<file path="src/rtl/n64_frame_rx.sv">
// n64_frame_rx: N64 controller response receiver.
// The N64 data line is sampled on clk_i and each low pulse is classified by
// its width in clock cycles. DATA_BITS data bits plus a stop bit make a frame.
// Optional input glitch filter: define N64_RX_GLITCH_FILTER_EN.
module n64_frame_rx #(
    parameter int unsigned DATA_BITS   = 32,
    parameter int unsigned THRESH_CYC  = 28,
    parameter int unsigned MAX_LOW_CYC = 70,
    parameter int unsigned IDLE_CYC    = 84,
    parameter int unsigned GLITCH_CYC  = 3
) (
    input  logic                 clk_i,
    input  logic                 rst_i,
    input  logic                 N64_in,
    output logic [DATA_BITS-1:0] data_o,
    output logic                 valid_o,
    output logic                 frame_err_o,
    output logic                 busy_o
);

    localparam int unsigned CNT_TOP = ((MAX_LOW_CYC > IDLE_CYC) ? MAX_LOW_CYC : IDLE_CYC) + 1;
    localparam int unsigned CNT_W   = $clog2(CNT_TOP + 1);
    localparam int unsigned BIT_W   = $clog2(DATA_BITS + 1);

    localparam logic [CNT_W-1:0] CNT_SAT  = CNT_W'(CNT_TOP);
    localparam logic [CNT_W-1:0] THRESH_C = CNT_W'(THRESH_CYC);
    localparam logic [CNT_W-1:0] MAXLOW_C = CNT_W'(MAX_LOW_CYC);
    localparam logic [CNT_W-1:0] IDLE_C   = CNT_W'(IDLE_CYC);
    localparam logic [BIT_W-1:0] NBITS_C  = BIT_W'(DATA_BITS);

    typedef enum logic [1:0] {
        ST_IDLE,
        ST_LOW,
        ST_HIGH,
        ST_HOLD
    } state_t;

    logic                 sync1_q;
    logic                 sync2_q;
    logic [1:0]           vld_q;
    logic                 line;
    logic                 line_prev_q;
    logic                 armed_q;
    logic                 fall;
    logic                 rise;

    state_t               state_q;
    logic [CNT_W-1:0]     count_q;
    logic [CNT_W-1:0]     count_d;
    logic [BIT_W-1:0]     bitcnt_q;
    logic [DATA_BITS-1:0] shift_q;
    logic [DATA_BITS-1:0] data_q;
    logic                 valid_q;
    logic                 err_q;
    logic                 busy_q;
    logic                 bit_d;

    // Two-flop synchroniser; vld_q marks when the flops hold real line samples.
    always_ff @(posedge clk_i or posedge rst_i) begin
        if (rst_i) begin
            sync1_q <= 1'b1;
            sync2_q <= 1'b1;
            vld_q   <= '0;
        end else begin
            sync1_q <= N64_in;
            sync2_q <= sync1_q;
            vld_q   <= {vld_q[0], 1'b1};
        end
    end

`ifdef N64_RX_GLITCH_FILTER_EN
    localparam int unsigned GW = (GLITCH_CYC > 1) ? $clog2(GLITCH_CYC) : 1;
    localparam logic [GW-1:0] GLITCH_LAST = GW'(GLITCH_CYC - 1);

    logic          filt_q;
    logic [GW-1:0] gcnt_q;

    // Follow the synchronised line only after it has disagreed for GLITCH_CYC cycles.
    always_ff @(posedge clk_i or posedge rst_i) begin
        if (rst_i) begin
            filt_q <= 1'b1;
            gcnt_q <= '0;
        end else if (sync2_q != filt_q) begin
            if (gcnt_q == GLITCH_LAST) begin
                filt_q <= sync2_q;
                gcnt_q <= '0;
            end else begin
                gcnt_q <= gcnt_q + GW'(1);
            end
        end else begin
            gcnt_q <= '0;
        end
    end

    assign line = filt_q;
`else
    assign line = sync2_q;
`endif

    // Edge history; armed_q stays low until a genuine high has been seen after
    // reset, so a line already low at release cannot fake a falling edge.
    always_ff @(posedge clk_i or posedge rst_i) begin
        if (rst_i) begin
            line_prev_q <= 1'b1;
            armed_q     <= 1'b0;
        end else begin
            line_prev_q <= line;
            if (vld_q[1] && sync2_q && line) begin
                armed_q <= 1'b1;
            end
        end
    end

    assign fall    = armed_q & line_prev_q & ~line;
    assign rise    = ~line_prev_q & line;
    assign count_d = (count_q == CNT_SAT) ? count_q : count_q + CNT_W'(1);
    assign bit_d   = (count_q < THRESH_C);

    // Frame FSM: pulse-width decode, shift-in, frame delivery and fault handling.
    always_ff @(posedge clk_i or posedge rst_i) begin
        if (rst_i) begin
            state_q  <= ST_IDLE;
            count_q  <= '0;
            bitcnt_q <= '0;
            shift_q  <= '0;
            data_q   <= '0;
            valid_q  <= 1'b0;
            err_q    <= 1'b0;
            busy_q   <= 1'b0;
        end else begin
            valid_q <= 1'b0;
            err_q   <= 1'b0;
            case (state_q)
                ST_IDLE: begin
                    busy_q <= 1'b0;
                    if (fall) begin
                        state_q  <= ST_LOW;
                        count_q  <= CNT_W'(1);
                        bitcnt_q <= '0;
                        busy_q   <= 1'b1;
                    end
                end
                ST_LOW: begin
                    if (!line) begin
                        if (count_q >= MAXLOW_C) begin
                            err_q   <= 1'b1;
                            state_q <= ST_HOLD;
                            count_q <= '0;
                            shift_q <= '0;
                        end else begin
                            count_q <= count_d;
                        end
                    end else if (rise) begin
                        if (bitcnt_q == NBITS_C) begin
                            data_q  <= shift_q;
                            valid_q <= 1'b1;
                            state_q <= ST_IDLE;
                            busy_q  <= 1'b0;
                            count_q <= '0;
                        end else begin
                            shift_q  <= (shift_q << 1) | DATA_BITS'(bit_d);
                            bitcnt_q <= bitcnt_q + BIT_W'(1);
                            count_q  <= CNT_W'(1);
                            state_q  <= ST_HIGH;
                        end
                    end
                end
                ST_HIGH: begin
                    if (fall) begin
                        count_q <= CNT_W'(1);
                        state_q <= ST_LOW;
                    end else if (count_d >= IDLE_C) begin
                        err_q   <= 1'b1;
                        state_q <= ST_IDLE;
                        busy_q  <= 1'b0;
                        count_q <= '0;
                    end else begin
                        count_q <= count_d;
                    end
                end
                ST_HOLD: begin
                    if (!line) begin
                        count_q <= '0;
                    end else if (count_d >= IDLE_C) begin
                        state_q <= ST_IDLE;
                        busy_q  <= 1'b0;
                        count_q <= '0;
                    end else begin
                        count_q <= count_d;
                    end
                end
                default: begin
                    state_q <= ST_IDLE;
                    busy_q  <= 1'b0;
                    count_q <= '0;
                end
            endcase
        end
    end

    assign data_o      = data_q;
    assign valid_o     = valid_q;
    assign frame_err_o = err_q;
    assign busy_o      = busy_q;

endmodule

</file>
<file path="config.mk">
export PLATFORM = sky130hd
export DESIGN_NAME = n64_frame_rx
export DESIGN_NICKNAME = d
export VERILOG_FILES = /design/src/rtl/n64_frame_rx.sv
export SDC_FILE = /design/constraint.sdc
export NUM_CORES = 1
export LEC_CHECK = 0
export CELL_PAD_IN_SITES_DETAIL_PLACEMENT = 1
export CELL_PAD_IN_SITES_GLOBAL_PLACEMENT = 2
export CORE_MARGIN = 2
export CORE_UTILIZATION = 40
export CTS_BUF_LIST = sky130_fd_sc_hd__clkbuf_2 sky130_fd_sc_hd__clkbuf_4 sky130_fd_sc_hd__clkbuf_8
export DETAILED_ROUTE_END_ITERATION = 6
export PLACE_DENSITY = 0.83
export RECOVER_POWER = 100
export SLEW_MARGIN = 20
export SYNTH_ARGS = -nofsm -noshare
export SYNTH_HDL_FRONTEND = slang
export SYNTH_SLANG_ARGS = --single-unit
</file>
<file path="constraint.sdc">
create_clock -name clk_i -period 6.9 [get_ports clk_i]
set_input_delay 1.38 -clock clk_i [delete_from_list [all_inputs] [get_ports clk_i]]
set_output_delay 1.38 -clock clk_i [all_outputs]
set_load 0.01 [all_outputs]
</file>
# Word-level counts from Yosys, hierarchy flattened
# Cells that the tools add are included.
[totals] input_bits=3 reg_bits=88
[classes] bitwise_logic=6 n_eq_ne=16 addsub=2 n_reduce_logical=11 mux=45 magnitude_cmp=3
[ops] op="two-way mux 32 bit" count=4
[ops] op="two-way mux 7 bit" count=8
[ops] op="bitwise OR 32 x 1 -> 32 bit" count=1
[ops] op="one-hot mux 7 bit (4 select lines)" count=1
[ops] op="two-way mux 6 bit" count=4
[ops] op="two-way mux 1 bit" count=16
[ops] op="two-way mux 2 bit" count=8
[ops] op="inequality test 2 bit, second input constant" count=8
[ops] op=">= comparator 7 bit, second input constant" count=2
[ops] op="one-hot mux 6 bit (2 select lines)" count=1
[ops] op="AND reduction 4 bit" count=3
[ops] op="AND reduction 5 bit" count=2
[ops] op="one-hot mux 2 bit (4 select lines)" count=1
[ops] op="adder 7 x 1 -> 7 bit, second input constant" count=1
[ops] op="== test 7 bit, second input constant" count=1
[ops] op="less-than comparator 7 x 5 -> 1 bit, second input constant" count=1
[ops] op="adder 6 x 1 -> 6 bit, second input constant" count=1
[ops] op="== test 6 bit, second input constant" count=1
[ops] op="inequality test 3 bit, second input constant" count=2
[ops] op="== test 2 bit, second input constant" count=2
[ops] op="one-hot mux 1 bit (4 select lines)" count=1
[ops] op="nonzero test 2 bit" count=2
[ops] op="bitwise AND 1 bit" count=3
[ops] op="== test 2 x 1 -> 1 bit, second input constant" count=1
[ops] op="6 further kinds" count=8

# Longest topological paths before layout
# Gate-level depths: netlist (run 1).
[depth] depth_word=6 ltp_mapped=9 depth_no_buf=8

# Least setup slack after synthesis (run 1)
# OpenSTA, ideal clock, no wires.
[synth_path] kind="reg-to-reg" from="reg count_q[0]" to="reg busy_q (netlist: busy_o)" arrival_ns=1.947 n_path_buf=0 setup_ns=0.128 setup_slack_ns=4.825 path_stages_with_launch=8 path_cell_list="dfrtp_1 -> ha_1 -> nand3_2 -> or3_1 -> and2_4 -> o21bai_4 -> a21oi_1 -> mux2_1"
[synth_via] elab_chain_len=6 word_cells_on_any_way=8 cone_classes="add/sub: 1; order compare: 1; eq/ne: 1; mux: 5"
[synth_lines] element="start, declared" line="48" source="logic [CNT_W-1:0] count_q;"
[synth_lines] element="start signal, assigned" line="151" source="count_q <= count_d;"
[synth_lines] element="start signal, assigned" line="178" source="count_q <= count_d;"
[synth_lines] element="start signal, assigned" line="189" source="count_q <= count_d;"
[synth_lines] element="adder 7 x 1 -> 7 bit or == test 7 bit (tied branches)" line="116" source="assign count_d = (count_q == CNT_SAT) ? count_q : count_q + CNT_W'(1);"
[synth_lines] element="two-way mux 7 bit (*)" line="116"
[synth_lines] element=">= comparator 7 bit (*)" line="172, 184"
[synth_lines] element="two-way mux 1 bit (*)"
[synth_lines] element="two-way mux 1 bit, on equally long branches"
[synth_lines] element="one-hot mux 1 bit (4 select lines) (*)"
[synth_lines] element="end signal, assigned" line="175" source="busy_q <= 1'b0;"
[synth_lines] element="end signal, assigned" line="186" source="busy_q <= 1'b0;"
[synth_lines] element="end signal, assigned" line="194" source="busy_q <= 1'b0;"
[synth_lines] element="end, declared" line="55" source="logic busy_q;"
# Mark *: on every way between the ends. The rest lies on a longest branch, timed or not. The select of a mux whose other input is x is not followed.
# A chain may end at the register's enable or synchronous reset.

# Worst setup path in the final report (run 1)
[layout_path] from="reg state_q[1]" to="reg data_q[17] (netlist: data_o[17])"
[layout_via] elab_chain_len=2
[layout_lines] element="start, declared" line="47" source="state_t state_q;"
[layout_lines] element="start signal, assigned" line="122" source="state_q <= ST_IDLE;"
[layout_lines] element="start signal, assigned" line="137" source="state_q <= ST_LOW;"
[layout_lines] element="start signal, assigned" line="147" source="state_q <= ST_HOLD;"
[layout_lines] element="== test 2 x 1 -> 1 bit" line="133" source="case (state_q)"
[layout_lines] element="AND reduction 4 bit (no line)"
[layout_lines] element="end signal, assigned" line="155" source="data_q <= shift_q;"
[layout_lines] element="end, declared" line="52" source="logic [DATA_BITS-1:0] data_q;"
# No other way between the ends.

==> key figures, run 1 <==
Routing
  – Final ANT Viol Nets: 0
  – Via count of the routed design: 2462
  – Residual DRC: 0
  – WL final: 7390 um
  – Initial DRC count: 89
  – Post-DR vias/cell: 5.24
  – 1st-pass router iterations: 4
  – Wire per inst: 15.7 um

Critical path
  – Critical-path cell list: inv_1 -> ha_1 -> nand3b_1 -> nor2_1 -> mux2_1
  – R2R cell count: 5
  – CP Depth: 5
  – CP max stage delay: 2.05 ns
  – CP arrival: 3.82 ns
  – Critical Path Fanout Max: 33
  – Worst Setup Start Kind: register
  – Reg-to-reg endpoint: data_o[17]
  – Worst r2r src: state_q[1]
  – Slowest CP cell: nor2_1
  – Critical Path Sink Type: register
  – Top delay family on crit path: simple AND/OR/NAND/NOR gates
  – Buf+Inv Stages, Crit Path: 1
  – Data required, critical path: 7.14 ns
  – CP Class: reg -> reg
  – Reg-to-reg slack, setup: 3.32 ns

Run
  – Max-Cap Viols: 1

Logic synthesis
  – Ys async rst share: 1.00
  – Synth area leader: dfrtp_1
  – Number of synthesized flops with an enable pin: 0
  – Synth Flop Type: dfrtp_1
  – Syn_area_per_cell: 12.8 um^2
  – Share of the synthesized area in the top cell type: 0.556
  – Mapped Area: 3830 um^2
  – Gate Count Post-Synth: 300
  – Syn nets: 312
  – Sequential area share after synthesis: 0.576
  – Synth area leaders: dfrtp_1 (56%), mux2_1 (9.7%), a22o_1 (7.1%), ha_1 (2.9%), dfstp_2 (2.1%)
  – Synthesis-stage register bit count: 88
  – Post-synthesis cell type count: 53
  – Syn. warnings: 0

Pwr
  – Internal power: 836 uW
  – LEAKAGE: 2.21 nW
  – Reg power frac: 0.489
  – Net Switching: 396 uW
  – Max VDD drop: 0.136 mV
  – Comb power frac: 0.211
  – Sw Ratio: 0.321
  – Power Density: 277 nW/um^2
  – Clk network pwr share: 0.300

Timing
  – Fin worst setup slack: 3.32 ns
  – Max Fclk: 279 MHz
  – Worst slew pin tran: 2.77 ns
  – TNS Setup: 0 ns
  – Final setup viols: 0
  – RSZ-0062 raised after global routing: no
  – Final slew viol count: 34
  – Worst Skew: 0.0108 ns
  – Rel. slew slack: -0.856
  – Minimum clock period: 3.58 ns
  – Fin crit share: 0.519
  – Fin. Hold Viols: 0

CTS
  – CTS tree: built
  – Htree depth: 3
  – CTS Buf Count: 9
  – Clock Tree Buf Depth: 2
  – Hold_buf cts: 0
  – Post-CTS Resized: 0
  – Clk sink count: 88
  – Postcts setup bufs: 0
  – Clock Pin Slew Worst Setup and Hold Paths: 0.09 ns
  – Root cell of the clock tree: clkbuf_8
  – Clk_lat worst skew: 0.36 ns

Run status
  – Status: complete, but fails checks
  – Failing checks: capacitance limit, slew limit

Cells and area
  – # fillers: 988
  – Most frequent cells in the layout: dfrtp_1 (85), dlygate4sd3_1 (37), mux2_1 (34)
  – Share of cells above drive strength 1: 0.0821
  – Area Overhead vs Synth: 16.3%
  – Core Util, Final: 0.480
  – Ant. Diodes: 0
  – Final nets: 348
  – Commonest non-fill, non-tap cell in the layout: dfrtp_1

Die
  – Core ar.: 9280 um^2
  – Die W: 102 um
  – Initial Util: 0.412
  – Die Y-Extent: 102 um
  – # IOs: 38
  – Cell Rows: 35
  – Die area: 10400 um^2

Global routing
  – Pin count of the biggest net entering global routing: 67
  – Antenna violations before repair: 0
  – Vias in the first global route: 2612
  – Total gr overflow: 0
  – GRT Util Overall: 0.158
  – First-pass GRT wire length: 12800 um

Placed design
  – Global placer's final weighted congestion: 0.808
  – DP Worst Slack: 3.98 ns
  – DP HPWL: 4960 um
  – IO buf count: 37

Hold path
  – Worst hold path type: reg -> reg
  – HP Start: sync1_q
  – Worst hold path cell count: 0
  – Hold Path End: line
[synthesized netlist by cell type (all sizes together) (2+ instances only)]
cell and count:
dfrtp 85, mux2 34, a22o 31, nand2 17, o21ai 13, a21oi 11, buf 11, inv 11
nor2 10, ha 9, nand3 6, or3 6, a31oi 5, xor2 5, clkbuf 4, and2 3
dfstp 3, nand4 3, a21o 2, and3 2, nand2b 2, nand3b 2, nor3 2, o22ai 2
o31ai 2, o32ai 2, or2 2
[power groups by stage]
stage	combinational (mW)	clock, mW	sequential, mW
6_report	0.260	0.369	0.603
2_1_floorplan	0.225	0	0.598
4_1_cts	0.279	0.384	0.606
3_5_place_dp	0.276	0	0.616
3_3_place_gp	0.270	0	0.613
5_1_grt	0.296	0.404	0.612
[registers in the layout, summed over array words and instances (netlist names)]
signal	flops
data_o	32
shift_q	32
count_q	7
bitcnt_q	6
state_q	2
vld_q	2
armed_q	1
busy_o	1
frame_err_o	1
line	1
line_prev_q	1
sync1_q	1
valid_o	1
[worst register-to-register path: cells and delay by family (launching register included)]
family,cells,cell delay (ns)
multiplexers,1,0.43
adder cells (fa/ha/maj),1,0.31
flip-flops,1,0.41
AND/OR/NAND/NOR,2,2.19
buffers and inverters,1,0.13
[how the worst max path moves through the flow]
| stage | startpoint | end | slack, ns |
|---|---|---|---|
| final | state_q[1] | data_o[17] | 3.32 |
| after global routing | state_q[1] | data_o[5] | 3.00 |
| after CTS | data_o[28] | data_o[28] | 4.19 |
| after detailed placement | rst_i | count_q[1] | 3.98 |
| after global placement | rst_i | count_q[1] | 4.01 |
| after floorplan | rst_i | armed_q | 3.25 |
[logic make-up after synthesis]
| logic type | after synthesis | share of synthesized area |
|---|---|---|
| multiplexers | 35 | 0.103 |
| XOR/XNOR | 6 | 0.0137 |
| adder cells (fa/ha/maj) | 9 | 0.0294 |
| other | 1 | 0.000980 |
| AND/OR/NAND/NOR | 59 | 0.0883 |
| AO/OA/AOI/OAI | 76 | 0.155 |
| flip-flops | 88 | 0.576 |
| buffers and inverters | 26 | 0.0333 |
[area by class of cell]
cell class | count | area [um^2] | area share
multi-input combinational | 186 | 1450 | 0.326
sequential | 88 | 2210 | 0.496
inverter | 11 | 42.5 | 0.00956
timing repair buffer | 40 | 385 | 0.0866
clock buffer | 10 | 131 | 0.0295
clock inverter | 6 | 75.1 | 0.0169
tap | 129 | 161 | 0.0363
[routing by layer]
metal,routed length (um),up-vias,track usage
met2,3590,32,0.254
met3,252,6,0.0486
met4,89,0,0.0482
met1,3460,1264,0.208
li1,-,1160,-
met5,0,-,0
[metrics by stage]
| step | hold WS (ns) | power (mW) | cell area (um^2) | instances |
|---|---|---|---|---|
| 2_1_floorplan | 0.331 | 0.824 | 3830 | 300 |
| 3_3_place_gp | 0.332 | 0.883 | 4300 | 454 |
| 3_5_place_dp | 0.346 | 0.892 | 4300 | 454 |
| 4_1_cts | 0.361 | 1.27 | 4510 | 470 |
| 5_1_grt | 0.370 | 1.31 | 4450 | 470 |
| 6_report | 0.365 | 1.23 | 4450 | 470 |
Note: power is estimated with default switching activity, not from simulation.
==> run 2: changes to the inputs <==
==> constraint.sdc (replaced) <==
create_clock -name clk_i -period 3.56 [get_ports clk_i]
set_input_delay 0.712 -clock clk_i [delete_from_list [all_inputs] [get_ports clk_i]]
set_output_delay 0.712 -clock clk_i [all_outputs]
set_load 0.01 [all_outputs]
==> run 2 against run 1 <==
The flow still finishes with violations (capacitance limit, slew limit). Count of clock-buffer cells in the layout shrank 1. Routed wire length grew 2.4%. Sequential power grew 94%. Utilization grew 0.34 points. Critical endpoint is now shift_q[14]. Largest power group unchanged.
==> key figures, run 2 (synthesis gave the netlist of run 1 again) <==
Run
  – Max-Cap Viols: 1

Placed design
  – DP HPWL: 5100 um
  – IO buf count: 37
  – Global placer's final weighted congestion: 0.829

Timing
  – Max Fclk: 354 MHz
  – RSZ-0062 raised after global routing: no
  – TNS Setup: 0 ns
  – Fin. Hold Viols: 0
  – Final setup viols: 0
  – Final slew viol count: 34
  – Worst Skew: 0.0176 ns
  – Rel. slew slack: -0.108
  – Minimum clock period: 2.83 ns
  – Fin crit share: 0.794
  – Worst slew pin tran: 1.66 ns

Critical path
  – CP arrival: 3.12 ns
  – Slowest CP cell: clkbuf_1
  – Critical Path Sink Type: register
  – Data required, critical path: 3.85 ns
  – CP max stage delay: 1.02 ns
  – Critical-path cell list: inv_1 -> o21ai_1 -> nand2b_1 -> clkbuf_1 -> a22o_1
  – Critical Path Fanout Max: 33
  – CP Class: reg -> reg
  – Worst Setup Start Kind: register

CTS
  – Root cell of the clock tree: clkbuf_8
  – CTS Buf Count: 9
  – Htree depth: 3
  – Hold_buf cts: 0
  – Clk sink count: 88
  – Clk_lat worst skew: 0.36 ns
  – Clock Pin Slew Worst Setup and Hold Paths: 0.10 ns
  – Clock Tree Buf Depth: 2
  – Postcts setup bufs: 0
  – CTS tree: built
  – Post-CTS Resized: 0

Routing
  – Via count of the routed design: 2490
  – Wire per inst: 16.1 um
  – Residual DRC: 0
  – Initial DRC count: 74
  – WL final: 7570 um
  – Final ANT Viol Nets: 0
  – Post-DR vias/cell: 5.29
  – 1st-pass router iterations: 4

Hold path
  – Worst hold path type: reg -> reg

Cells and area
  – Final nets: 349
  – # fillers: 993
  – Ant. Diodes: 0
  – Core Util, Final: 0.483
  – Commonest non-fill, non-tap cell in the layout: dfrtp_1
  – Area Overhead vs Synth: 17.1%
  – Share of cells above drive strength 1: 0.0906
  – Most frequent cells in the layout: dfrtp_1 (85), dlygate4sd3_1 (37), mux2_1 (34)

Run status
  – Failing checks: capacitance limit, slew limit
  – Status: complete, but fails checks

Global routing
  – Pin count of the biggest net entering global routing: 89
  – Vias in the first global route: 2601
  – Total gr overflow: 0
  – First-pass GRT wire length: 13100 um
  – Antenna violations before repair: 0
  – GRT Util Overall: 0.163

Die
  – Die area: 10400 um^2
  – Core ar.: 9280 um^2
  – Die Y-Extent: 102 um
  – # IOs: 38
  – Cell Rows: 35
  – Die W: 102 um
  – Initial Util: 0.412

Pwr
  – Max VDD drop: 0.256 mV
  – LEAKAGE: 2.23 nW
  – Power Density: 530 nW/um^2
run 2: power by group:
part | switching (mW) | internal (mW) | total, mW
clock network | 0.402 | 0.275 | 0.677
registers | 0.0843 | 1.08 | 1.17
logic | 0.323 | 0.209 | 0.533
total | 0.810 | 1.57 | 2.38
run 2: final cells by class:
cell class,count,area (um^2),share of cell area
repair buffers,41,409,0.0913
well taps,129,161,0.0360
multi-input cells,186,1470,0.327
flip-flops and latches,88,2210,0.492
inverters,11,42.5,0.00949
clock buffers,9,124,0.0276
clock inverters,7,73.8,0.0165
run 2: final timing paths:
check / start / slack [ns] / depth (start not counted) / to
min in group asynchronous: rst_i / 0.95 / 3 / valid_o
setup / recovery: line / 0.73 / 5 / shift_q[14]
max in group asynchronous: rst_i / 2.21 / 3 / sync1_q
hold / removal: vld_q[0] / 0.35 / 0 / vld_q[1]
hold reg to reg: vld_q[0] / 0.35 / 0 / vld_q[1]
setup reg to reg: line / 0.73 / 5 / shift_q[14]
run 2: per-layer routing:
metal | part of all wire | wire [um] | vias to the layer above | global-route usage
li1 | - | - | 1163 | -
met1 | 0.46 | 3480 | 1274 | 0.218
met2 | 0.50 | 3780 | 42 | 0.263
met3 | 0.024 | 181 | 11 | 0.0267
met4 | 0.018 | 133 | 0 | 0.0708
met5 | 0 | 0 | - | 0
run 2: critical path, delay by kind of cell (launching register included):
family | cells | cell delay, ns
simple gates | 1 | 0.15
compound gates | 2 | 0.62
buf+inv | 2 | 1.21
flops | 1 | 0.76
run 2: through the flow:
stage / setup slack [ns] / hold slack, ns / power, mW / cells / cell area (um^2)
3_3_place_gp: 1.22 / 0.333 / 1.73 / 455 / 4320
2_1_floorplan: 0.574 / 0.331 / 1.60 / 300 / 3830
3_5_place_dp: 1.15 / 0.336 / 1.75 / 455 / 4320
5_1_grt: 0.458 / 0.361 / 2.53 / 471 / 4480
6_report: 0.732 / 0.351 / 2.38 / 471 / 4480
4_1_cts: 1.09 / 0.356 / 2.43 / 471 / 4520
==> run 3: changes to the inputs <==
==> constraint.sdc (replaced) <==
create_clock -name clk_i -period 2.9 [get_ports clk_i]
set_input_delay 0.58 -clock clk_i [delete_from_list [all_inputs] [get_ports clk_i]]
set_output_delay 0.58 -clock clk_i [all_outputs]
set_load 0.01 [all_outputs]
==> run 3 against run 2 <==
The flow now finishes without violations. Count of clock-buffer cells in the layout up 1. First-iteration DRC count decreased by 35%. Register-to-register slack got worse by 0.23 ns. Largest cell class unchanged. Routed wire length decreased by 1.5%. Final cell count is 0.64% higher. Clock skew fell by 0.0076 ns. Sequential share of layout area rose by 0.18 points. Critical path depth rose by 2. Highest routed layer unchanged. Non-clock buffer count rose by 3. Sequential power increased by 22%. Via count is 0.44% lower.
==> key figures, run 3 (synthesis gave the netlist of run 1 again) <==
Cells and area
  – Most frequent cells in the layout: dfrtp_1 (85), dlygate4sd3_1 (37), mux2_1 (34)
  – Area Overhead vs Synth: 16.7%
  – Commonest non-fill, non-tap cell in the layout: dfrtp_1
  – # fillers: 977
  – Final nets: 352
  – Ant. Diodes: 0
  – Share of cells above drive strength 1: 0.0928

Routing
  – Post-DR vias/cell: 5.23
  – 1st-pass router iterations: 4
  – Initial DRC count: 48
  – Via count of the routed design: 2479
  – Met3 WL: 276 um
  – Routed wl met2: 3520 um
  – Final ANT Viol Nets: 0
  – Uppermost layer routed: met4
  – Metal-1 WL: 3540 um
  – Wire per inst: 15.7 um
  – Residual DRC: 0
  – WL final: 7450 um

Critical path
  – Worst Setup SP: count_q[0]
  – Worst r2r src: count_q[0]
  – Critical-path cell list: ha_1 -> or3_1 -> o21ai_0 -> a31oi_4 -> o21ai_0 -> nand2_1 -> o41ai_1
  – Critical Path Sink Type: register
  – Slowest CP cell: dfrtp_1
  – Top cell by count, worst path: o21ai_0
  – Worst Setup Start Kind: register
  – CP arrival: 2.65 ns
  – CP Class: reg -> reg
  – Data required, critical path: 3.15 ns
  – Critical Path Fanout Max: 7
  – R2R cell count: 7
  – CP max stage delay: 0.47 ns

Hold path
  – Worst hold path cell count: 0
  – Worst hold path type: reg -> reg
  – HP Start: vld_q[0]

Placed design
  – DP HPWL: 5110 um
  – Global placer's final weighted congestion: 0.826
  – IO buf count: 37

CTS
  – Clk_lat worst skew: 0.35 ns
  – Clock Tree Buf Depth: 2
  – Post-CTS Resized: 0
  – Htree depth: 3
  – Root cell of the clock tree: clkbuf_8
  – CTS Buf Count: 9
  – Postcts setup bufs: 0
  – Hold_buf cts: 0
  – Clk sink count: 88
  – CTS tree: built
  – Clock Pin Slew Worst Setup and Hold Paths: 0.09 ns

Global routing
  – First-pass GRT wire length: 13000 um
  – Antenna violations before repair: 0
  – Pin count of the biggest net entering global routing: 34
  – GRT Util Overall: 0.161
  – Total gr overflow: 0
  – Vias in the first global route: 2615

Timing
  – Final slew viol count: 0
  – Final setup viols: 0
  – Rel. slew slack: 0.317
  – Max Fclk: 417 MHz
  – TNS Setup: 0 ns
  – Fin crit share: 0.827
  – RSZ-0062 raised after global routing: no
  – Worst hold slack: 0.358 ns
  – Worst slew pin tran: 1.02 ns
  – Minimum clock period: 2.40 ns
  – Worst Skew: 0.00995 ns
  – Fin. Hold Viols: 0

Die
  – Cell Rows: 35
  – # IOs: 38
  – Initial Util: 0.412
  – Die Y-Extent: 102 um
  – Core ar.: 9280 um^2
  – Die W: 102 um
  – Die area: 10400 um^2

Run
  – Max-Cap Viols: 0

Pwr
  – Max VDD drop: 0.356 mV
  – LEAKAGE: 2.22 nW
  – Power Density: 653 nW/um^2

Run status
  – Status: finished, final reports clean
-- run 3: cell types whose count changed in the layout (fill, tap and decap cells not counted), sizes merged --
cell / previous run / this run
buf: 3 / 1
clkbuf: 10 / 16
clkinv: 4 / 1
bufinv: 0 / 1
clkinvlp: 1 / 3
inv: 13 / 12
-- run 3: layout make-up --
cell class,instances,area [um^2],area share
Timing Repair Buffer,44,405,0.0908
Multi-Input combinational cell,186,1450,0.325
Clock buffer,10,131,0.0294
Tap cell,129,161,0.0361
Sequential cell,88,2210,0.494
Clock inverter,6,67.6,0.0151
Inverter,11,42.5,0.00952
-- run 3: worst max-delay path, delay by kind of cell, from the launching register on --
kind / cells / cell delay, ns
AOI/OAI and AO/OA: 4 / 0.94
adders and majority gates: 1 / 0.30
and+or+nand+nor: 2 / 0.60
DFF: 1 / 0.47
-- run 3: per-layer routing --
metal | up-vias | GRT usage
met3 | 11 | 0.0356
li1 | 1173 | -
met5 | - | 0
met1 | 1256 | 0.219
met2 | 39 | 0.256
met4 | 0 | 0.0615
-- run 3: path summary, 6_finish.rpt --
path                              end  slack [ns]
setup / recovery           count_q[1]        0.50
hold / removal               vld_q[1]        0.36
setup reg to reg           count_q[1]        0.50
hold reg to reg              vld_q[1]        0.36
max in group asynchronous  data_o[21]        0.69
min in group asynchronous     valid_o        0.85
-- run 3: stage by stage --
stage | util | setup WS (ns) | std cells | instance area [um^2] | power [mW]
6_report | 0.481 | 0.502 | 474 | 4470 | 2.91
5_1_grt | 0.481 | 0.281 | 474 | 4470 | 3.12
4_1_cts | 0.490 | 0.587 | 474 | 4550 | 3.01
3_5_place_dp | 0.468 | 0.599 | 458 | 4350 | 2.13
3_3_place_gp | 0.468 | 0.716 | 458 | 4350 | 2.12
2_1_floorplan | - | 0.0464 | 300 | 3830 | 1.96
-- run 3: power breakdown --
| part | total, mW | leakage [nW] | internal, mW | switching, mW |
|---|---|---|---|---|
| Clock | 0.852 | 0.0967 | 0.412 | 0.440 |
| Sequential | 1.43 | 1.19 | 1.33 | 0.0999 |
| Combinational | 0.633 | 0.929 | 0.246 | 0.386 |
